`config.mk`:
```
export PLATFORM = sky130hd
export DESIGN_NAME = fa_serial_sched
export DESIGN_NICKNAME = d
export VERILOG_FILES = /design/src/rtl/fa_sched_pkg.sv /design/src/rtl/fa_bit_slice.sv /design/src/rtl/fa_serial_sched.sv
export SDC_FILE = /design/constraint.sdc
export NUM_CORES = 1
export LEC_CHECK = 0
export ABC_AREA = 0
export BUFFER_PORTS_ARGS = -buffer_cell sky130_fd_sc_hd__buf_2
export CAP_MARGIN = 20
export CORE_ASPECT_RATIO = 1.1
export CORE_MARGIN = 10
export CORE_UTILIZATION = 45
export DETAILED_ROUTE_END_ITERATION = 12
export PLACE_DENSITY = 0.85
export REMOVE_ABC_BUFFERS = 1
export SETUP_SLACK_MARGIN = 0.3
export SYNTH_ARGS = -nofsm -noshare
export SYNTH_HDL_FRONTEND = slang
export SYNTH_HIERARCHICAL = 1
export SYNTH_SLANG_ARGS = --single-unit
```
`constraint.sdc`:
```
create_clock -name clk -period 2.3 [get_ports clk]
set_clock_uncertainty 0.15 [all_clocks]
set_input_delay 0.115 -clock clk [delete_from_list [all_inputs] [get_ports clk]]
set_output_delay 0.115 -clock clk [all_outputs]
set_load 0.05 [all_outputs]
```
`src/rtl/fa_sched_pkg.sv`:
```
// Shared types and helpers for the bit-serial full-adder scheduler.
// Holds the FSM state type, the counter width helper and the round-robin search.
package fa_sched_pkg;

    typedef enum logic [1:0] {
        IDLE = 2'd0,
        RUN  = 2'd1,
        DONE = 2'd2
    } fa_sched_state_t;

    // Widest request vector the round-robin search accepts (N_REQ must not exceed it).
    localparam int RR_MAX_REQ = 32;
    localparam int RR_IDX_W   = 5;

    function automatic int cnt_width(input int width);
        return (width > 1) ? $clog2(width) : 1;
    endfunction

    // Returns the first set bit of valid[n-1:0] at or after ptr, searching
    // cyclically, or -1 when nothing is set.
    function automatic int rr_find_first(input logic [RR_MAX_REQ-1:0] valid,
                                         input int n,
                                         input int ptr);
        int idx;
        int j;
        idx = -1;
        // Walk offsets from far to near so the nearest hit is the one that sticks.
        for (int k = RR_MAX_REQ - 1; k >= 0; k--) begin
            if (k < n) begin
                j = ptr + k;
                if (j >= n) begin
                    j = j - n;
                end
                if (valid[j[RR_IDX_W-1:0]]) begin
                    idx = j;
                end
            end
        end
        return idx;
    endfunction

endpackage

```
`src/rtl/fa_bit_slice.sv`:
```
// One-bit full adder; written as a plain add so synthesis infers $fa and the
// adder techmap binds it to sky130_osu_sc_12T_hs__addf_1.
module fa_bit_slice (
    input  logic a,
    input  logic b,
    input  logic ci,
    output logic s,
    output logic co
);

    assign {co, s} = {1'b0, a} + {1'b0, b} + {1'b0, ci};

endmodule

```
`src/rtl/fa_serial_sched.sv`:
```
// Round-robin scheduler that time-shares a single full-adder slice among
// N_REQ requesters, evaluating each WIDTH-bit add LSB first, one bit per cycle.
module fa_serial_sched
    import fa_sched_pkg::*;
#(
    parameter int WIDTH = 8,
    parameter int N_REQ = 2,
    parameter int IDW   = (N_REQ > 1) ? $clog2(N_REQ) : 1
) (
    input  logic                   clk,
    input  logic                   rst,
    input  logic [N_REQ-1:0]       req_valid,
    output logic [N_REQ-1:0]       req_ready,
    input  logic [N_REQ*WIDTH-1:0] req_a,
    input  logic [N_REQ*WIDTH-1:0] req_b,
    input  logic [N_REQ-1:0]       req_ci,
    output logic                   rsp_valid,
    input  logic                   rsp_ready,
    output logic [IDW-1:0]         rsp_id,
    output logic [WIDTH-1:0]       rsp_sum,
    output logic                   rsp_co,
    output logic                   busy
);

    localparam int CNT_W = cnt_width(WIDTH);

    fa_sched_state_t state;
    fa_sched_state_t state_nxt;

    logic [WIDTH-1:0] a_sh;
    logic [WIDTH-1:0] b_sh;
    logic [WIDTH-1:0] sum_sh;
    logic [WIDTH-1:0] sum_nxt;
    logic             carry;
    logic [CNT_W-1:0] cnt;
    logic [IDW-1:0]   id;
    logic [IDW-1:0]   ptr;
    logic [IDW-1:0]   ptr_nxt;

    int               rr_idx;
    logic             grant_any;
    logic [IDW-1:0]   grant_idx;
    logic             accept;
    logic             rsp_fire;
    logic             last_bit;
    logic             slice_s;
    logic             slice_c;

    fa_bit_slice u_slice (
        .a  (a_sh[0]),
        .b  (b_sh[0]),
        .ci (carry),
        .s  (slice_s),
        .co (slice_c)
    );

    // Each new sum bit enters at the MSB so the LSB lands at bit 0 after WIDTH shifts.
    generate
        if (WIDTH == 1) begin : g_sum_w1
            assign sum_nxt = slice_s;
        end else begin : g_sum_wn
            assign sum_nxt = {slice_s, sum_sh[WIDTH-1:1]};
        end
    endgenerate

    always_comb begin
        rr_idx    = rr_find_first(RR_MAX_REQ'(req_valid), N_REQ, int'(ptr));
        grant_any = (rr_idx >= 0);
        grant_idx = grant_any ? IDW'(rr_idx) : '0;
    end

    assign last_bit = (cnt == CNT_W'(WIDTH - 1));
    assign ptr_nxt  = (id == IDW'(N_REQ - 1)) ? '0 : id + 1'b1;

    always_ff @(posedge clk) begin
        if (rst) begin
            state <= IDLE;
        end else begin
            state <= state_nxt;
        end
    end

    always_comb begin
        state_nxt = state;
        req_ready = '0;
        accept    = 1'b0;
        rsp_fire  = 1'b0;
        case (state)
            IDLE: begin
                if (grant_any) begin
                    req_ready = N_REQ'(1) << grant_idx;
                    accept    = 1'b1;
                    state_nxt = RUN;
                end
            end
            RUN: begin
                if (last_bit) begin
                    state_nxt = DONE;
                end
            end
            DONE: begin
                if (rsp_ready) begin
                    rsp_fire  = 1'b1;
                    state_nxt = IDLE;
                end
            end
            default: begin
                state_nxt = IDLE;
            end
        endcase
    end

    // The pointer only moves on response completion, so fairness is per finished add.
    always_ff @(posedge clk) begin
        if (rst) begin
            a_sh   <= '0;
            b_sh   <= '0;
            sum_sh <= '0;
            carry  <= 1'b0;
            cnt    <= '0;
            id     <= '0;
            ptr    <= '0;
        end else begin
            case (state)
                IDLE: begin
                    if (accept) begin
                        a_sh   <= req_a[grant_idx*WIDTH +: WIDTH];
                        b_sh   <= req_b[grant_idx*WIDTH +: WIDTH];
                        carry  <= req_ci[grant_idx];
                        sum_sh <= '0;
                        cnt    <= '0;
                        id     <= grant_idx;
                    end
                end
                RUN: begin
                    a_sh   <= a_sh >> 1;
                    b_sh   <= b_sh >> 1;
                    sum_sh <= sum_nxt;
                    carry  <= slice_c;
                    cnt    <= cnt + 1'b1;
                end
                DONE: begin
                    if (rsp_fire) begin
                        ptr <= ptr_nxt;
                    end
                end
                default: begin
                end
            endcase
        end
    end

    assign rsp_valid = (state == DONE);
    assign busy      = (state != IDLE);
    assign rsp_sum   = sum_sh;
    assign rsp_co    = carry;
    assign rsp_id    = id;

endmodule

```
==> qor.yml, run 1 <==
status: "finished, final reports clean"
via_per_inst: 5.31
drv_slew: 0
p_int_mw: 0.932
clock_sinks: 32
overflow: 0
crit_arrival_ns: 1.89
worstSkewPairLatency_ns: 0.35
cts_tree: "done"
grt_use_total_pct: 15.7
drive_gt1_share_pct: 34.8
layout_min_cycle_time_ns: 1.75
leakage_nw: 1.01
p_sw_share_pct: 27.4
routedWlPerCell_um: 16.2
max_freq_mhz: 572
grt_max_degree: 32
yosys_warnings: 6
dr.pass1.iters: 4
p_switching_mw: 0.351
hold_path.class: "primary input to flop"
drt-total-wl_um: 4550
synth-edff-count: 0
drc: 0
synth_cells: 151
async_reset_ff_share_pct: 0
place_inst: 240
fin_cells: 281
core_area_um2: 3330
ir_worst_vdd_uv: 379
pwr-share-seq_pct: 46.9
antenna_found_initial: 0
cap_violations: 0
yosysSeqAreaShare_pct: 41.5
vias: 1491
crit_path_start_kind: "flop"
path_cells: "and2b_1 -> a21oi_1 -> a311oi_1 -> dlygate4sd3_1"
clkTransAtPathRegs_ns: 0.09
globalplace.congestion: 0.780
area_growth_pct: 42.7
power_frac_comb_pct: 19.4
max_slew_margin_pct: 61.3
synth_cell_types: 34
fin_tns_setup_ns: 0
placed_cell_area_um2: 1800
antennaDiodeCount: 0
setup_viol: 0
critPathBufInv: 1
slowest_stage: "dlygate4sd3_1"
worst_pin_slew_ns: 0.581
syn_avg_cell_area_um2: 10.2
final_area_um2: 2200
die_area_um2: 6180
synthFlopType: "dfxtp_1"
cp_max_fo: 7
clockBufferDepth: 2
power.density_nw_per_um2: 582
boundaryPins: 53
worstSetupStartpoint: "state[0]$_SDFFE_PP0P_"
drt-initial-drc-count: 42
path_class: "flop to flop"
dpl.hpwl_um: 2500
grt_pass1_vias: 1567
start_util_pct: 46.4
rsz0062_at_grt: "no"
clockRootBuffer: "clkbuf_4"
hp-start: "req_a[15]"
endpoint_kind: "flop"
nets: 274
synth_area_um2: 1550
die_height_um: 81.5
grt_pass1_wl_um: 7420
clock_power_share_pct: 33.8
numCtsBuffers: 5
crit_required_ns: 2.44
cts_htree_levels: 2
fin_crit_sh_pct: 76.0
critPathTopFamily: "buffers and inverters"
io_buffers: 52
max_stage_delay_ns: 0.58
post_cts_buffers: 0
r2r_start: "state[0]$_SDFFE_PP0P_"
ant_nets: 0
holdWs_ns: 0.0141
die_x_um: 75.9
final-hold-violation-count: 0
ys_ff_latch: 32
row_count: 22
[layout by cell type, fill, tap and decap left out, types with 2 or more instances in the layout]
master         synthesis  routed
a21oi_1                5       5
a22oi_1               25      25
a32o_1                 2       2
buf_2                  5      52
buf_4                  1       3
clkbuf_4               0       5
dfxtp_1               32      32
dlygate4sd3_1          0      33
ha_1                   2       2
inv_1                  2       2
mux2i_1               14      14
nand2_1                4       4
nand3b_1               2       2
nor2_1                16      16
nor2b_1                3       2
o22ai_1                3       3
o22ai_2               10      10
o41ai_2                2       2
[state kept, by name, summed over array words and instances, names as in the netlist]
name     cells
rsp_id       1
b_sh         8
ptr          1
a_sh         8
rsp_sum      8
state        2
cnt          3
rsp_co       1
[area by class of cell]
| cell class | count | area, um^2 |
|---|---|---|
| repair buffers | 88 | 613 |
| multi-input cells | 102 | 803 |
| clock inverters | 2 | 35.0 |
| well taps | 48 | 60.1 |
| flip-flops and latches | 32 | 641 |
| inverters | 3 | 11.3 |
| clock buffers | 6 | 41.3 |
| fillers | 235 | 1130 |
[cell usage after synthesis (3+ instances only)]
| cell type | instances | area share, % |
|---|---|---|
| nand2_1 | 4 | 0.97 |
| a21oi_1 | 5 | 1.6 |
| o22ai_1 | 3 | 1.2 |
| nor2_1 | 16 | 3.9 |
| o22ai_2 | 10 | 8.1 |
| dfxtp_1 | 32 | 41 |
| mux2i_1 | 14 | 9.1 |
| buf_6 | 4 | 2.9 |
| nor2b_1 | 3 | 1.2 |
| clkbuf_1 | 3 | 0.73 |
| buf_2 | 5 | 1.6 |
| a22oi_1 | 25 | 12 |
[metal layers]
| metal | share of wire (%) | vias to the layer above | wire (um) | GRT usage (%) |
|---|---|---|---|---|
| met1 | 39 | 705 | 1760 | 16.3 |
| li1 | - | 727 | - | - |
| met5 | 0 | - | 0 | 0 |
| met4 | 2.1 | 0 | 94 | 7.25 |
| met3 | 6.9 | 9 | 315 | 5.79 |
| met2 | 52 | 50 | 2370 | 27.3 |
[final timing paths]
kind | endpoint | cells past startpoint | slack, ns
min reg2reg | rsp_sum[0]$_SDFFE_PP0P_ | 2 | 0.37
min | a_sh[7]$_SDFFE_PP0P_ | 4 | 0.01
max | ptr$_SDFFE_PP0P_ | 4 | 0.55
max reg2reg | ptr$_SDFFE_PP0P_ | 4 | 0.55
[power groups by stage]
stage,Combinational (mW),Sequential (mW),Clock [mW]
2_1_floorplan,0.111,0.623,0
3_3_place_gp,0.194,0.613,0
3_5_place_dp,0.197,0.613,0
4_1_cts,0.239,0.601,0.433
5_1_grt,0.268,0.604,0.458
6_report,0.249,0.601,0.433
[logic make-up after synthesis]
logic type,after synthesis,share of synthesized area [%]
flops,32,41.5
mux,14,9.07
simple gates,34,11.2
buf+inv,17,6.72
fa+ha+maj,3,2.91
compound gates,51,28.7
[metrics by stage]
stage	utilization (%)	worst slack [ns]	power (mW)
2_1_floorplan	-	0.214	0.734
3_3_place_gp	54.0	0.389	0.807
3_5_place_dp	54.0	0.349	0.811
4_1_cts	66.2	0.329	1.27
5_1_grt	66.2	0.428	1.33
6_report	66.2	0.551	1.28
[tightest hold or removal path, cell delays in order]
cell	delay (ns)
buf_2	0.07
a32o_1	0.15
a22oi_1	0.06
nor2_1	0.08
[repair_timing]
action	4_1_cts	5_1_grt
hold buffers	33	0
endpoints found under the hold margin	19	0
resized for setup	0	1
endpoints found under the setup margin	0	27
Note: power is estimated with default switching activity, not from simulation.
==> inputs of run 2 (changes only) <==
- clock period: 2.3 -> 1.7 ns (I/O delays scaled with it)
==> run 2 against run 1 <==
  * Setup slack got worse by 0.38 ns
  * Cell count rose by 3.9%
  * Sequential share of layout area fell by 3.3 points
  * Critical path depth did not move
  * Die area did not move
  * First-iteration DRC count rose to 4.7 times the previous value
  * Combinational power rose by 80%
  * Clock power rose by 38%
  * Clock-buffer cell count did not move
  * Wire length rose by 46%
  * Flip-flop and latch count did not move
  * Hold slack got worse by 0.0046 ns
  * Critical endpoint is now req_ready[1]
  * Highest routed layer unchanged
==> qor.yml, run 2 (synthesis results as in run 1) <==
status: "finished, final reports clean"  # unchanged
cap_violations: 0  # unchanged
grt_pass1_vias: 1734  # was 1567
via_per_inst: 5.94  # was 5.31
layout_common_cells: "buf_2 (48), dlygate4sd3_1 (33), dfxtp_1 (27)"  # was buf_2 (52), dlygate4sd3_1 (33), dfxtp_1 (32)
path_class: "flop to output port"  # was flop to flop
clockBufferDepth: 2  # unchanged
clkTransAtPathRegs_ns: 0.10  # was 0.09 ns
placed_cell_area_um2: 1830  # was 1800 um^2
cts_tree: "done"  # unchanged
worst_slack_ns: 0.173  # was 0.551 ns
grt_use_total_pct: 19.4  # was 15.7%
place_inst: 241  # was 240
slowest_stage: "dfxtp_4"  # was dlygate4sd3_1
antenna_found_initial: 1  # was 0
overflow: 0  # unchanged
grt_pass1_wl_um: 8970  # was 7420 um
path_cells: "nor2_4 -> nand3_2 -> inv_2 -> buf_8"  # was and2b_1 -> a21oi_1 -> a311oi_1 -> dlygate4sd3_1
drive_gt1_share_pct: 50.2  # was 34.8%
start_util_pct: 46.4  # unchanged
power.density_nw_per_um2: 739  # was 582 nW/um^2
nets: 284  # was 274
vias: 1734  # was 1491
die_height_um: 81.5  # unchanged
final_area_um2: 2530  # was 2200 um^2
busiest_layer: "met2"  # unchanged
dr.pass1.iters: 4  # unchanged
drt-total-wl_um: 6640  # was 4550 um
drc: 0  # unchanged
ir_worst_vdd_uv: 556  # was 379 uV
final-hold-violation-count: 0  # unchanged
setup_viol: 0  # unchanged
max_freq_mhz: 655
grt_use_met3_pct: 8.20  # was 5.79%
dpl.hpwl_um: 2560  # was 2500 um
leakage_nw: 1.10  # was 1.01 nW
max_stage_delay_ns: 0.38  # was 0.58 ns
clock_sinks: 32  # unchanged
rsz0062_at_grt: "yes"  # was no
drv_slew: 0  # unchanged
fin_cells: 292  # was 281
use_met1_pct: 18.9  # was 16.3%
worstSkewPairLatency_ns: 0.36  # was 0.35 ns
numCtsBuffers: 5  # unchanged
holdPathStages: 3  # was 4
drt-initial-drc-count: 197  # was 42
endpoint_kind: "output port"  # was flop
rr_worst_depth: 5  # was 4
core_area_um2: 3330  # unchanged
max_slew_margin_pct: 71.5  # was 61.3%
grt_max_degree: 35  # was 32
row_count: 22  # unchanged
die_x_um: 75.9  # unchanged
crit_arrival_ns: 1.29  # was 1.89 ns
cp.depth: 4  # unchanged
globalplace.congestion: 0.802  # was 0.780
critPathTopFamily: "flip-flops"  # was buffers and inverters
io_buffers: 52  # unchanged
critPathBufInv: 2  # was 1
boundaryPins: 53  # unchanged
routedWlPerCell_um: 22.7  # was 16.2 um
die_area_um2: 6180  # unchanged
cts_htree_levels: 2  # unchanged
cp_max_fo: 5  # was 7
crit_required_ns: 1.46  # was 2.44 ns
place_ws_ns: 0.205  # was 0.349 ns
area_growth_pct: 63.9  # was 42.7%
ant_nets: 0  # unchanged
finish.utilization_pct: 76.0  # was 66.2%
hold_path.class: "primary input to flop"  # unchanged
grt.met2_usage_pct: 33.2  # was 27.3%
fin_crit_sh_pct: 89.9
layout.cells.most_common: "buf_2"  # unchanged
final.fill_count: 154  # was 235
clockRootBuffer: "clkbuf_4"  # unchanged
layout_min_cycle_time_ns: 1.53
p_total_mw: 1.87  # was 1.28 mW
crit_path_start_kind: "flop"  # unchanged
worst_pin_slew_ns: 0.428  # was 0.581 ns
==> run 2: power breakdown <==
part / total (mW) / switching, mW / leakage [nW] / internal [mW]
logic: 0.449 / 0.230 / 0.791 / 0.219
registers: 0.826 / 0.0385 / 0.264 / 0.787
clock network: 0.596 / 0.288 / 0.0422 / 0.308
==> run 2: cell type report <==
type | count | area (um^2) | area share [%]
multi-input combinational | 103 | 961 | 37.9
timing repair buffer | 97 | 769 | 30.4
sequential | 32 | 652 | 25.7
tap | 48 | 60.1 | 2.37
clock buffer | 6 | 41.3 | 1.63
clock inverter | 2 | 35.0 | 1.38
inverter | 3 | 11.3 | 0.445
antenna | 1 | 2.50 | 0.0988
==> run 2: repair_timing <==
action	4_1_cts	5_1_grt
resized for setup	31	25
setup buffers	4	3
hold buffers	33	0
pin swaps	3	4
setup endpoints to repair	31	32
gates cloned	1	1
endpoints found under the hold margin	19	0
==> run 2: tightest hold or removal path, cell delays in order <==
cell and delay (ns):
buf_2 0.12, or3_4 0.20, o22ai_2 0.07
==> run 2: final timing paths <==
kind | to | slack [ns] | from
hold reg to reg | rsp_id$_SDFFE_PP0P_ | 0.33 | rsp_id$_SDFFE_PP0P_
hold / removal | rsp_co$_SDFFE_PP0P_ | 0.01 | rst
setup reg to reg | a_sh[3]$_SDFFE_PP0P_ | 0.19 | ptr$_SDFFE_PP0P_
setup / recovery | req_ready[1] | 0.17 | state[1]$_SDFFE_PP0P_
==> run 2: per-stage QoR <==
stage / hold slack, ns / setup TNS, ns
6_report: 0.00952 / 0
5_1_grt: 0.0178 / 0
4_1_cts: 0.00462 / 0
3_5_place_dp: 0.178 / 0
3_3_place_gp: 0.185 / 0
2_1_floorplan: 0.00407 / -5.34
==> run 2: per-layer routing <==
| layer | up-vias | share of wire [%] |
|---|---|---|
| li1 | 750 | - |
| met1 | 822 | 34 |
| met2 | 125 | 51 |
| met3 | 37 | 9.1 |
| met4 | 0 | 5.4 |
| met5 | - | 0 |
==> inputs of run 3 (changes only) <==
- CORE_UTILIZATION: 45 -> 46
- PLACE_DENSITY: 0.85 -> 0.86
==> run 3 against run 2 <==
  * Cell count decreased by 3.8%
  * Hold slack about the same
  * Global-route usage decreased by 0.20 points
  * Fmax decreased by 0.83%
  * Combinational power increased by 3%
  * Wire length increased by 5.8%
  * Sequential share of layout area increased by 0.24 points
  * Sequential power increased by 0.5%
  * First-iteration DRC count increased by 39%
  * Flip-flop and latch count unchanged
  * Via count increased by 4.0%
  * Highest routed layer unchanged
==> qor.yml, run 3 (synthesis results as in run 1) <==
io_buffers: 52  # unchanged
power_frac_comb_pct: 25.7  # was 24.0%
max_slew_margin_pct: 72.7  # was 71.5%
path_class: "flop to flop"  # was flop to output port
antennaDiodeCount: 0  # was 1
critPathTopFamily: "flip-flops"  # unchanged
cts_htree_levels: 2  # unchanged
clkTransAtPathRegs_ns: 0.12  # was 0.10 ns
hold_path_end: "b_sh[7]$_SDFFE_PP0P_"  # was rsp_co$_SDFFE_PP0P_
cp.depth: 5  # was 4
clockBufferDepth: 2  # unchanged
crit_required_ns: 1.82  # was 1.46 ns
die_x_um: 75.3  # was 75.9 um
row_count: 22  # unchanged
grt_pass1_wl_um: 9000  # was 8970 um
vias: 1803  # was 1734
antenna_found_initial: 0  # was 1
clock_sinks: 32  # unchanged
cap_violations: 0  # unchanged
cts_tree: "done"  # unchanged
ant_nets: 0  # unchanged
worst_path_most_repeated_cell: "buf_4"
fin_crit_sh_pct: 90.6  # was 89.9%
dr.pass1.iters: 5  # was 4
setup_viol: 0  # unchanged
dpl.hpwl_um: 2760  # was 2560 um
path_cells: "buf_4 -> nor2b_4 -> buf_4 -> a22oi_1 -> o22ai_1"  # was nor2_4 -> nand3_2 -> inv_2 -> buf_8
via_per_inst: 6.42  # was 5.94
slowest_stage: "dfxtp_4"  # unchanged
overflow: 0  # unchanged
layout_min_cycle_time_ns: 1.54  # was 1.53 ns
p_sw_share_pct: 32.2  # was 29.7%
crit_path_start_kind: "flop"  # unchanged
final_area_um2: 2510  # was 2530 um^2
die_height_um: 80.8  # was 81.5 um
crit_arrival_ns: 1.66  # was 1.29 ns
drc: 0  # unchanged
holdPathStages: 4  # was 3
drt-initial-drc-count: 274  # was 197
fin_cells: 281  # was 292
finish.utilization_pct: 76.6  # was 76.0%
boundaryPins: 53  # unchanged
power.density_nw_per_um2: 716  # was 739 nW/um^2
leakage_nw: 1.08  # was 1.10 nW
pwr-share-seq_pct: 46.2  # was 44.2%
core_area_um2: 3280  # was 3330 um^2
endpoint_kind: "flop"  # was output port
hold_path.class: "primary input to flop"  # unchanged
layout_common_cells: "buf_2 (48), dlygate4sd3_1 (33), dfxtp_1 (27)"  # unchanged
r2r_slack_ns: 0.16  # was 0.19 ns
clock_power_share_pct: 28.1  # was 31.8%
grt_use_total_pct: 19.2  # was 19.4%
cp_max_fo: 10  # was 5
rsz0062_at_grt: "yes"  # unchanged
place_inst: 231  # was 241
critPathBufInv: 2  # unchanged
ir_worst_vdd_uv: 540  # was 556 uV
layout.cells.most_common: "buf_2"  # unchanged
worstSkewPairLatency_ns: 0.36  # about the same
r2r_start: "state[0]$_SDFFE_PP0P_"  # was ptr$_SDFFE_PP0P_
area_growth_pct: 62.3  # was 63.9%
start_util_pct: 47.2  # was 46.4%
placed_cell_area_um2: 1830  # unchanged
die_area_um2: 6080  # was 6180 um^2
grt_max_degree: 35  # unchanged
max_freq_mhz: 649  # was 655 MHz
rr_worst_depth: 5  # unchanged
clockRootBuffer: "clkbuf_4"  # unchanged
globalplace.congestion: 0.762  # was 0.802
r2r-end: "a_sh[0]$_SDFFE_PP0P_"  # was a_sh[3]$_SDFFE_PP0P_
drv_slew: 0  # unchanged
hp-start: "req_b[15]"  # was rst
routedWlPerCell_um: 25.0  # was 22.7 um
drive_gt1_share_pct: 51.0  # was 50.2%
final-hold-violation-count: 0  # unchanged
drt-total-wl_um: 7020  # was 6640 um
nets: 286  # was 284
p_int_mw: 1.22  # was 1.31 mW
numCtsBuffers: 5  # unchanged
worst_pin_slew_ns: 0.410  # was 0.428 ns
p_switching_mw: 0.579  # was 0.556 mW
grt_pass1_vias: 1865  # was 1734
status: "finished, final reports clean"  # unchanged
fin_tns_setup_ns: 0  # unchanged
max_stage_delay_ns: 0.41  # was 0.38 ns
-- run 3: layout make-up --
class	instances	area, um^2
clock buffer	7	55.1
clock inverter	1	7.51
fill	147	767
inverter	3	11.3
multi-input combinational	103	963
sequential	32	652
tap	36	45.0
timing repair buffer	99	774
-- run 3: tightest hold or removal path, stage by stage --
cell and delay [ns]:
buf_2 0.08, a32o_1 0.18, a22oi_2 0.05, nor2_1 0.09
-- run 3: how the worst max path moves through the flow --
stage	from	end	slack, ns
3_5_place_dp	state[0]$_SDFFE_PP0P_	a_sh[2]$_SDFFE_PP0P_	0.18
5_1_grt	state[0]$_SDFFE_PP0P_	a_sh[0]$_SDFFE_PP0P_	0.15
4_1_cts	state[0]$_SDFFE_PP0P_	req_ready[1]	0.24
6_report	state[0]$_SDFFE_PP0P_	a_sh[0]$_SDFFE_PP0P_	0.16
2_1_floorplan	state[0]$_SDFFE_PP0P_	b_sh[4]$_SDFFE_PP0P_	-0.39
3_3_place_gp	ptr$_SDFFE_PP0P_	b_sh[4]$_SDFFE_PP0P_	0.23
-- run 3: power groups by stage --
stage | clock, mW | sequential [mW] | combinational [mW]
after floorplan | 0 | 0.843 | 0.150
after global placement | 0 | 0.829 | 0.276
after detailed placement | 0 | 0.830 | 0.283
after CTS | 0.472 | 0.813 | 0.377
after global routing | 0.528 | 0.833 | 0.478
final | 0.504 | 0.830 | 0.461
-- run 3: what timing repair did --
action / CTS / global route
endpoints found under the setup margin: 30 / 34
hold endpoints to repair: 19 / 1
cloned: 1 / 1
resized for setup: 28 / 25
hold buffers: 32 / 1
setup buffers: 6 / 1
pin swaps: 4 / 2
-- run 3: metal layers --
layer  global-route usage [%]  part of all wire (%)  vias up
li1                         -                     -      749
met1                     19.0                    34      846
met2                     32.2                    50      171
met3                     8.29                    11       37
met4                     12.3                   4.9        0
met5                        0                     0        -
-- run 3: stage by stage --
step	total power [mW]	worst slack [ns]	hold WS, ns
4_1_cts	1.66	0.239	0.00602
2_1_floorplan	0.993	-0.386	0.00407
3_5_place_dp	1.11	0.175	0.173
3_3_place_gp	1.10	0.229	0.166
6_report	1.79	0.160	0.00962
5_1_grt	1.84	0.153	0.0289
